<file path="src/rtl/risc_pkg.sv">
// Shared types and constants for the multi-cycle RV32I control path.
//
// Contents:
//   - RV32I major opcode constants
//   - ctrl_state_t : controller FSM states (TRAP only with ILLEGAL_TRAP_EN)
//   - alu_op_t     : ALU operation select
//   - wb_src_t     : register-file write-back source
//   - mem_size_t   : data memory access size
//   - instr_cls_t  : coarse instruction class used to steer the FSM
//   - decode_t     : bundle produced by mc_decode
//   - funct_to_alu : funct3/alt-bit to ALU operation mapping
//
// Configuration macro: ILLEGAL_TRAP_EN (adds the TRAP state).
package risc_pkg;

    localparam logic [6:0] OPC_LUI    = 7'b0110111;
    localparam logic [6:0] OPC_AUIPC  = 7'b0010111;
    localparam logic [6:0] OPC_JAL    = 7'b1101111;
    localparam logic [6:0] OPC_JALR   = 7'b1100111;
    localparam logic [6:0] OPC_BRANCH = 7'b1100011;
    localparam logic [6:0] OPC_LOAD   = 7'b0000011;
    localparam logic [6:0] OPC_STORE  = 7'b0100011;
    localparam logic [6:0] OPC_OP_IMM = 7'b0010011;
    localparam logic [6:0] OPC_OP     = 7'b0110011;

    typedef enum logic [2:0] {
        S_IDLE,
        S_FETCH,
        S_DECODE,
        S_EXEC,
        S_MEM,
        S_WB,
        S_FAULT
`ifdef ILLEGAL_TRAP_EN
        ,
        S_TRAP
`endif
    } ctrl_state_t;

    typedef enum logic [3:0] {
        ALU_ADD,
        ALU_SUB,
        ALU_SLL,
        ALU_SLT,
        ALU_SLTU,
        ALU_XOR,
        ALU_SRL,
        ALU_SRA,
        ALU_OR,
        ALU_AND,
        ALU_PASS_B
    } alu_op_t;

    typedef enum logic [1:0] {
        WB_ALU,
        WB_MEM,
        WB_PC4
    } wb_src_t;

    typedef enum logic [1:0] {
        MEM_BYTE,
        MEM_HALF,
        MEM_WORD
    } mem_size_t;

    typedef enum logic [2:0] {
        CLS_ALU,
        CLS_JUMP,
        CLS_BRANCH,
        CLS_LOAD,
        CLS_STORE
    } instr_cls_t;

    typedef struct packed {
        instr_cls_t cls;
        alu_op_t    alu_op;
        logic       op1_sel;   // 0 = rs1, 1 = pc
        logic       op2_sel;   // 0 = rs2, 1 = immediate
        wb_src_t    wb_src;
        mem_size_t  size;
        logic       zero_ext;
        logic       illegal;
    } decode_t;

    // alt selects SUB over ADD and SRA over SRL (instr bit 30).
    function automatic alu_op_t funct_to_alu(input logic [2:0] funct3, input logic alt);
        alu_op_t op;
        case (funct3)
            3'd0:    op = alt ? ALU_SUB : ALU_ADD;
            3'd1:    op = ALU_SLL;
            3'd2:    op = ALU_SLT;
            3'd3:    op = ALU_SLTU;
            3'd4:    op = ALU_XOR;
            3'd5:    op = alt ? ALU_SRA : ALU_SRL;
            3'd6:    op = ALU_OR;
            default: op = ALU_AND;
        endcase
        return op;
    endfunction

endpackage

</file>
<file path="src/rtl/mc_decode.sv">
// Combinational instruction decoder for mc_control.
//
// Ports:
//   instr  in   32        instruction word from the external IR
//   dec    out  decode_t  class, ALU controls, write-back source, memory
//                         size/extension and an illegal-encoding flag
//
// Unsupported opcodes and funct7 values are flagged illegal and decoded
// as an ADDI-class ALU operation (rs1 + imm, written back), so the FSM
// has a well-defined path whether or not trapping is enabled.
module mc_decode
    import risc_pkg::*;
(
    input  logic [31:0] instr,
    output decode_t     dec
);

    logic [6:0] opcode;
    logic [2:0] funct3;
    logic [6:0] funct7;
    logic       unused_instr_bits;

    assign opcode = instr[6:0];
    assign funct3 = instr[14:12];
    assign funct7 = instr[31:25];

    // Register and immediate fields are consumed by the datapath, not here.
    assign unused_instr_bits = ^{instr[24:15], instr[11:7]};

    always_comb begin
        dec.cls      = CLS_ALU;
        dec.alu_op   = ALU_ADD;
        dec.op1_sel  = 1'b0;
        dec.op2_sel  = 1'b1;
        dec.wb_src   = WB_ALU;
        dec.size     = MEM_WORD;
        dec.zero_ext = 1'b0;
        dec.illegal  = 1'b0;

        case (opcode)
            OPC_OP: begin
                if (funct7 == 7'h00) begin
                    dec.op2_sel = 1'b0;
                    dec.alu_op  = funct_to_alu(funct3, 1'b0);
                end else if (funct7 == 7'h20 && (funct3 == 3'd0 || funct3 == 3'd5)) begin
                    dec.op2_sel = 1'b0;
                    dec.alu_op  = funct_to_alu(funct3, 1'b1);
                end else begin
                    dec.illegal = 1'b1;
                end
            end
            OPC_OP_IMM: begin
                // funct7 only exists for the shift-immediate forms.
                if (funct3 == 3'd1 && funct7 != 7'h00) begin
                    dec.illegal = 1'b1;
                end else if (funct3 == 3'd5 && funct7 != 7'h00 && funct7 != 7'h20) begin
                    dec.illegal = 1'b1;
                end else begin
                    dec.alu_op = funct_to_alu(funct3, (funct3 == 3'd5) && funct7[5]);
                end
            end
            OPC_LUI: begin
                dec.alu_op = ALU_PASS_B;
            end
            OPC_AUIPC: begin
                dec.op1_sel = 1'b1;
            end
            OPC_JAL: begin
                dec.cls     = CLS_JUMP;
                dec.op1_sel = 1'b1;
                dec.wb_src  = WB_PC4;
            end
            OPC_JALR: begin
                dec.cls    = CLS_JUMP;
                dec.wb_src = WB_PC4;
            end
            OPC_BRANCH: begin
                // ALU forms the target pc + imm; the comparator is external.
                dec.cls     = CLS_BRANCH;
                dec.op1_sel = 1'b1;
            end
            OPC_LOAD: begin
                dec.cls      = CLS_LOAD;
                dec.wb_src   = WB_MEM;
                dec.zero_ext = funct3[2];
            end
            OPC_STORE: begin
                dec.cls = CLS_STORE;
            end
            default: begin
                dec.illegal = 1'b1;
            end
        endcase

        if (opcode == OPC_LOAD || opcode == OPC_STORE) begin
            case (funct3[1:0])
                2'd0:    dec.size = MEM_BYTE;
                2'd1:    dec.size = MEM_HALF;
                default: dec.size = MEM_WORD;
            endcase
        end
    end

endmodule

</file>
<file path="src/rtl/mc_control.sv">
// Multi-cycle RV32I controller: FETCH -> DECODE -> EXEC -> [MEM] -> [WB].
//
// Parameters:
//   MEM_TIMEOUT   cycles to wait for imem_gnt/dmem_gnt before FAULT (2..256)
//   RETIRE_CNT_W  width of the retired-instruction counter
//
// Ports:
//   clk, reset_n                   clock, asynchronous active-low reset
//   instr                          instruction word held by the external IR
//   imem_gnt, dmem_gnt             memory handshakes
//   branch_taken                   branch comparator result (valid in EXEC)
//   imem_req, ir_we, pc_we, pc_sel fetch / IR / PC controls
//   op1_sel, op2_sel, alu_op       ALU operand and operation selects
//   rf_wr_data_sel, rf_wr_en       register-file write-back controls
//   dmem_req, dmem_wr_en,
//   dmem_size, dmem_zero_extend    data memory access controls
//   retire, retire_cnt             retire pulse and wrapping retire count
//   bus_fault                      sticky handshake-timeout flag
//   state_o                        current FSM state
//   illegal                        TRAP indication (ILLEGAL_TRAP_EN only)
//
// Configuration macro: ILLEGAL_TRAP_EN routes illegal encodings to a
// one-cycle TRAP state instead of executing them as ADDI-class ops.
module mc_control
    import risc_pkg::*;
#(
    parameter int MEM_TIMEOUT  = 16,
    parameter int RETIRE_CNT_W = 32
) (
    input  logic                    clk,
    input  logic                    reset_n,
    input  logic [31:0]             instr,
    input  logic                    imem_gnt,
    input  logic                    dmem_gnt,
    input  logic                    branch_taken,
    output logic                    imem_req,
    output logic                    ir_we,
    output logic                    pc_we,
    output logic                    pc_sel,
    output logic                    op1_sel,
    output logic                    op2_sel,
    output alu_op_t                 alu_op,
    output wb_src_t                 rf_wr_data_sel,
    output logic                    rf_wr_en,
    output logic                    dmem_req,
    output logic                    dmem_wr_en,
    output logic                    dmem_zero_extend,
    output mem_size_t               dmem_size,
    output logic                    retire,
    output logic [RETIRE_CNT_W-1:0] retire_cnt,
    output logic                    bus_fault,
    output ctrl_state_t             state_o
`ifdef ILLEGAL_TRAP_EN
    ,
    output logic                    illegal
`endif
);

    localparam int CNT_W = $clog2(MEM_TIMEOUT);

    ctrl_state_t      state;
    ctrl_state_t      state_next;
    decode_t          dec;
    logic [CNT_W-1:0] wait_cnt;
    logic             waiting;
    logic             timeout;

    mc_decode u_decode (
        .instr (instr),
        .dec   (dec)
    );

    assign waiting = (state == S_FETCH && !imem_gnt) || (state == S_MEM && !dmem_gnt);
    // Grant is checked before timeout in the next-state logic, so a late
    // grant on the final allowed cycle still completes normally.
    assign timeout = (wait_cnt == CNT_W'(MEM_TIMEOUT - 1));
    assign state_o = state;

    always_ff @(posedge clk or negedge reset_n) begin
        if (!reset_n) begin
            state      <= S_IDLE;
            wait_cnt   <= '0;
            retire_cnt <= '0;
            bus_fault  <= 1'b0;
        end else begin
            state <= state_next;
            // Any state change clears the counter, covering entry to FETCH/MEM.
            if (state_next != state) begin
                wait_cnt <= '0;
            end else if (waiting) begin
                wait_cnt <= wait_cnt + 1'b1;
            end
            if (retire) begin
                retire_cnt <= retire_cnt + 1'b1;
            end
            if (state_next == S_FAULT) begin
                bus_fault <= 1'b1;
            end
        end
    end

    always_comb begin
        state_next = state;
        case (state)
            S_IDLE: begin
                state_next = S_FETCH;
            end
            S_FETCH: begin
                if (imem_gnt) begin
                    state_next = S_DECODE;
                end else if (timeout) begin
                    state_next = S_FAULT;
                end
            end
            S_DECODE: begin
`ifdef ILLEGAL_TRAP_EN
                state_next = dec.illegal ? S_TRAP : S_EXEC;
`else
                state_next = S_EXEC;
`endif
            end
            S_EXEC: begin
                case (dec.cls)
                    CLS_LOAD, CLS_STORE: state_next = S_MEM;
                    CLS_BRANCH:          state_next = S_FETCH;
                    default:             state_next = S_WB;
                endcase
            end
            S_MEM: begin
                if (dmem_gnt) begin
                    state_next = (dec.cls == CLS_LOAD) ? S_WB : S_FETCH;
                end else if (timeout) begin
                    state_next = S_FAULT;
                end
            end
            S_WB: begin
                state_next = S_FETCH;
            end
            S_FAULT: begin
                state_next = S_FAULT;
            end
`ifdef ILLEGAL_TRAP_EN
            S_TRAP: begin
                state_next = S_FETCH;
            end
`endif
            default: begin
                state_next = S_IDLE;
            end
        endcase
    end

    always_comb begin
        imem_req         = 1'b0;
        ir_we            = 1'b0;
        pc_we            = 1'b0;
        pc_sel           = 1'b0;
        op1_sel          = 1'b0;
        op2_sel          = 1'b0;
        alu_op           = ALU_ADD;
        rf_wr_data_sel   = WB_ALU;
        rf_wr_en         = 1'b0;
        dmem_req         = 1'b0;
        dmem_wr_en       = 1'b0;
        dmem_zero_extend = 1'b0;
        dmem_size        = MEM_BYTE;
        retire           = 1'b0;
`ifdef ILLEGAL_TRAP_EN
        illegal          = 1'b0;
`endif

        // ALU selects stay valid through MEM (address) and WB (jump target).
        if (state == S_EXEC || state == S_MEM || state == S_WB) begin
            alu_op  = dec.alu_op;
            op1_sel = dec.op1_sel;
            op2_sel = dec.op2_sel;
        end

        case (state)
            S_FETCH: begin
                imem_req = 1'b1;
                ir_we    = imem_gnt;
            end
            S_EXEC: begin
                if (dec.cls == CLS_BRANCH) begin
                    pc_we  = 1'b1;
                    pc_sel = branch_taken;
                    retire = 1'b1;
                end
            end
            S_MEM: begin
                dmem_req         = 1'b1;
                dmem_wr_en       = (dec.cls == CLS_STORE);
                dmem_size        = dec.size;
                dmem_zero_extend = dec.zero_ext;
                // A store completes in MEM itself, so its PC update and
                // retire strobe are qualified by the grant.
                if (dec.cls == CLS_STORE && dmem_gnt) begin
                    pc_we  = 1'b1;
                    retire = 1'b1;
                end
            end
            S_WB: begin
                rf_wr_en       = (dec.cls != CLS_STORE);
                rf_wr_data_sel = dec.wb_src;
                pc_we          = 1'b1;
                pc_sel         = (dec.cls == CLS_JUMP);
                retire         = 1'b1;
            end
`ifdef ILLEGAL_TRAP_EN
            S_TRAP: begin
                illegal = 1'b1;
                pc_we   = 1'b1;
                pc_sel  = 1'b1;
            end
`endif
            default: begin
            end
        endcase
    end

endmodule

</file>
<file path="config.mk">
export PLATFORM = sky130hd
export DESIGN_NAME = mc_control
export DESIGN_NICKNAME = d
export VERILOG_FILES = /design/src/rtl/risc_pkg.sv /design/src/rtl/mc_decode.sv /design/src/rtl/mc_control.sv
export SDC_FILE = /design/constraint.sdc
export NUM_CORES = 1
export LEC_CHECK = 0
export CORE_ASPECT_RATIO = 1.4
export CORE_MARGIN = 8
export CORE_UTILIZATION = 41
export DETAILED_ROUTE_END_ITERATION = 10
export PLACE_DENSITY = 0.79
export REMOVE_ABC_BUFFERS = 1
export SLEW_MARGIN = 20
export SYNTH_ARGS = -nofsm -noshare
export SYNTH_HDL_FRONTEND = slang
export SYNTH_HIERARCHICAL = 1
export SYNTH_SLANG_ARGS = --single-unit
</file>
<file path="constraint.sdc">
create_clock -name clk -period 4.4 [get_ports clk]
set_input_delay 0.88 -clock clk [delete_from_list [all_inputs] [get_ports clk]]
set_output_delay 0.88 -clock clk [all_outputs]
set_load 0.05 [all_outputs]
</file>
==> flow_summary.toml <==
[timing]
worst_pin_slew_ns = 0.876
fin_worst_skew_ns = 0.00274
setup_viol = 0
fin_setup_tns_ns = 0
rsz0062_at_grt = "false"
max_freq_mhz = 242
min_period_ns = 4.13
hold_viol_final = 0
slew_headroom_pct = 41.6
timing.final.crit_share_pct = 93.8
slew_violations = 0

[floorplanning]
die-area_um2 = 9040
rows = 34
core_um2 = 6130
pin_count = 92
die_h_um = 109
initial_core_util_pct = 41.6
die_w_um = 82.7

[cts]
clock_latency_ns = 0.28
cts_buffers = 5
cts_tree = "built"
cts_sinks = 40
cts_root_buffer = "clkbuf_8"
holdBufCountCts = 0
clk_pin_slew_ns = 0.07
htreeDepth = 2
cts.path.max_buffers = 2

[pwr]
p_per_area_nw_per_um2 = 384
vdd_drop_max_mv = 0.220
leakagePower_uw = 0.00148

[worst_hold_path]
min_path_type = "register to register"
hold_path_depth = 1

[worst_setup_path]
cp.arrival_ns = 3.25
start_kind = "input port"
worst_ep_required_time_ns = 3.52
crit_path_end_kind = "output pin"
crit_type = "input port to output pin"
reg2regPathDepth = 5
crit_fanout = 5

[layout]
utilization_pct = 57.8
area_delta_synth_final_pct = 38.9
fin_cells = 412
nNetsFinal = 378
drive_above_1_share_pct = 13.5
n_antenna_cell = 0

[job]
cap_violations = 0

[route]
wl_um = 6540
via_count = 2289
drt-vias-per-instance = 5.56
dr.pass1.iters = 4
drt_iter0_markers = 113
ant_nets = 0
drc_errors = 0
wl_per_cell_um = 15.9

[placement]
place_inst = 404
hpwl_um = 5020
port_buffers = 76
place_congestion = 0.779

[global_routing]
track_usage_pct = 14.8
grt_start_max_net_pins = 41
grt_pass1_vias = 2363
overflow = 0
antenna_found_initial = 0
grt_pass1_wl_um = 10800

[yosys]
avgSynthCellArea_um2 = 9.77
syn_area_um2 = 2550
syn_inst = 261
ys_warn_count = 6

[status]
status = "finished clean"
-- metrics by stage --
stage / hold slack (ns) / area [um^2] / setup slack [ns] / power, uW
after CTS: 0.476 / 3520 / 0.198 / 1370
final: 0.472 / 3540 / 0.272 / 1360
after floorplan: 0.497 / 2500 / -0.373 / 879
after global routing: 0.508 / 3540 / 0.0930 / 1430
after detailed placement: 0.456 / 3430 / 0.214 / 1120
after global placement: 0.454 / 3430 / 0.232 / 1120
-- state kept, by name, summed over array words and instances, names as in the netlist --
name and cells:
retire_cnt 32, bus_fault 1, wait_cnt 4, state_o 3
-- worst paths after layout --
kind / from / endpoint / slack, ns
hold / removal: bus_fault / bus_fault / 0.47
setup reg to reg: state_o[2] / retire_cnt[8] / 2.25
hold reg to reg: bus_fault / bus_fault / 0.47
min in group asynchronous: reset_n / retire_cnt[4] / 0.71
setup / recovery: instr[2] / pc_sel / 0.27
max in group asynchronous: reset_n / state_o[2] / 3.14
-- per-layer routing --
layer,part of all wire [%],global-route usage (%),vias up
li1,-,-,1102
met1,42,17.0,1097
met2,49,25.8,82
met3,8.3,4.01,8
met4,0.90,3.96,0
met5,0,0,-
-- cell type report --
| type | count | area (um^2) |
|---|---|---|
| repair buffers | 81 | 848 |
| inverters | 4 | 15.0 |
| clock buffers | 8 | 90.1 |
| multi-input cells | 207 | 1500 |
| fillers | 538 | 2580 |
| well taps | 72 | 90.1 |
| flip-flops and latches | 40 | 1000 |
-- worst max-delay path: stages --
cell and delay, ns:
clkdlybuf4s50_1 0.47, nand4bb_1 0.23, or3_1 0.42, o22ai_1 0.45, nand2_1 0.10, o21a_1 0.18
nor3_1 0.32, buf_12 0.19
-- placed cells by master (no fill, tap or decap), types with 3 or more instances in the layout --
cell,count
a21oi_1,4
a32oi_1,3
and2_1,11
and3_1,14
and4_1,6
and4b_1,3
buf_12,7
buf_4,11
clkbuf_8,6
clkdlybuf4s50_1,62
dfrtp_1,40
inv_1,4
nand2_1,20
nand2b_1,3
nand3_1,8
nand3b_1,3
nand4_1,11
nor2_1,16
nor2b_1,11
nor3_1,5
nor3b_1,3
o21a_1,3
o21ai_1,3
xnor2_1,25
xor2_1,11
-- where the power goes --
part	switching [uW]	total [uW]	internal, uW
Clock	116	244	128
Combinational	389	630	241
Sequential	83.3	488	405
-- what timing repair did --
action,CTS,global route
setup buffers,0,0
resized for setup,0,3
endpoints found under the setup margin,0,3
(Power assumes the default switching activity.)
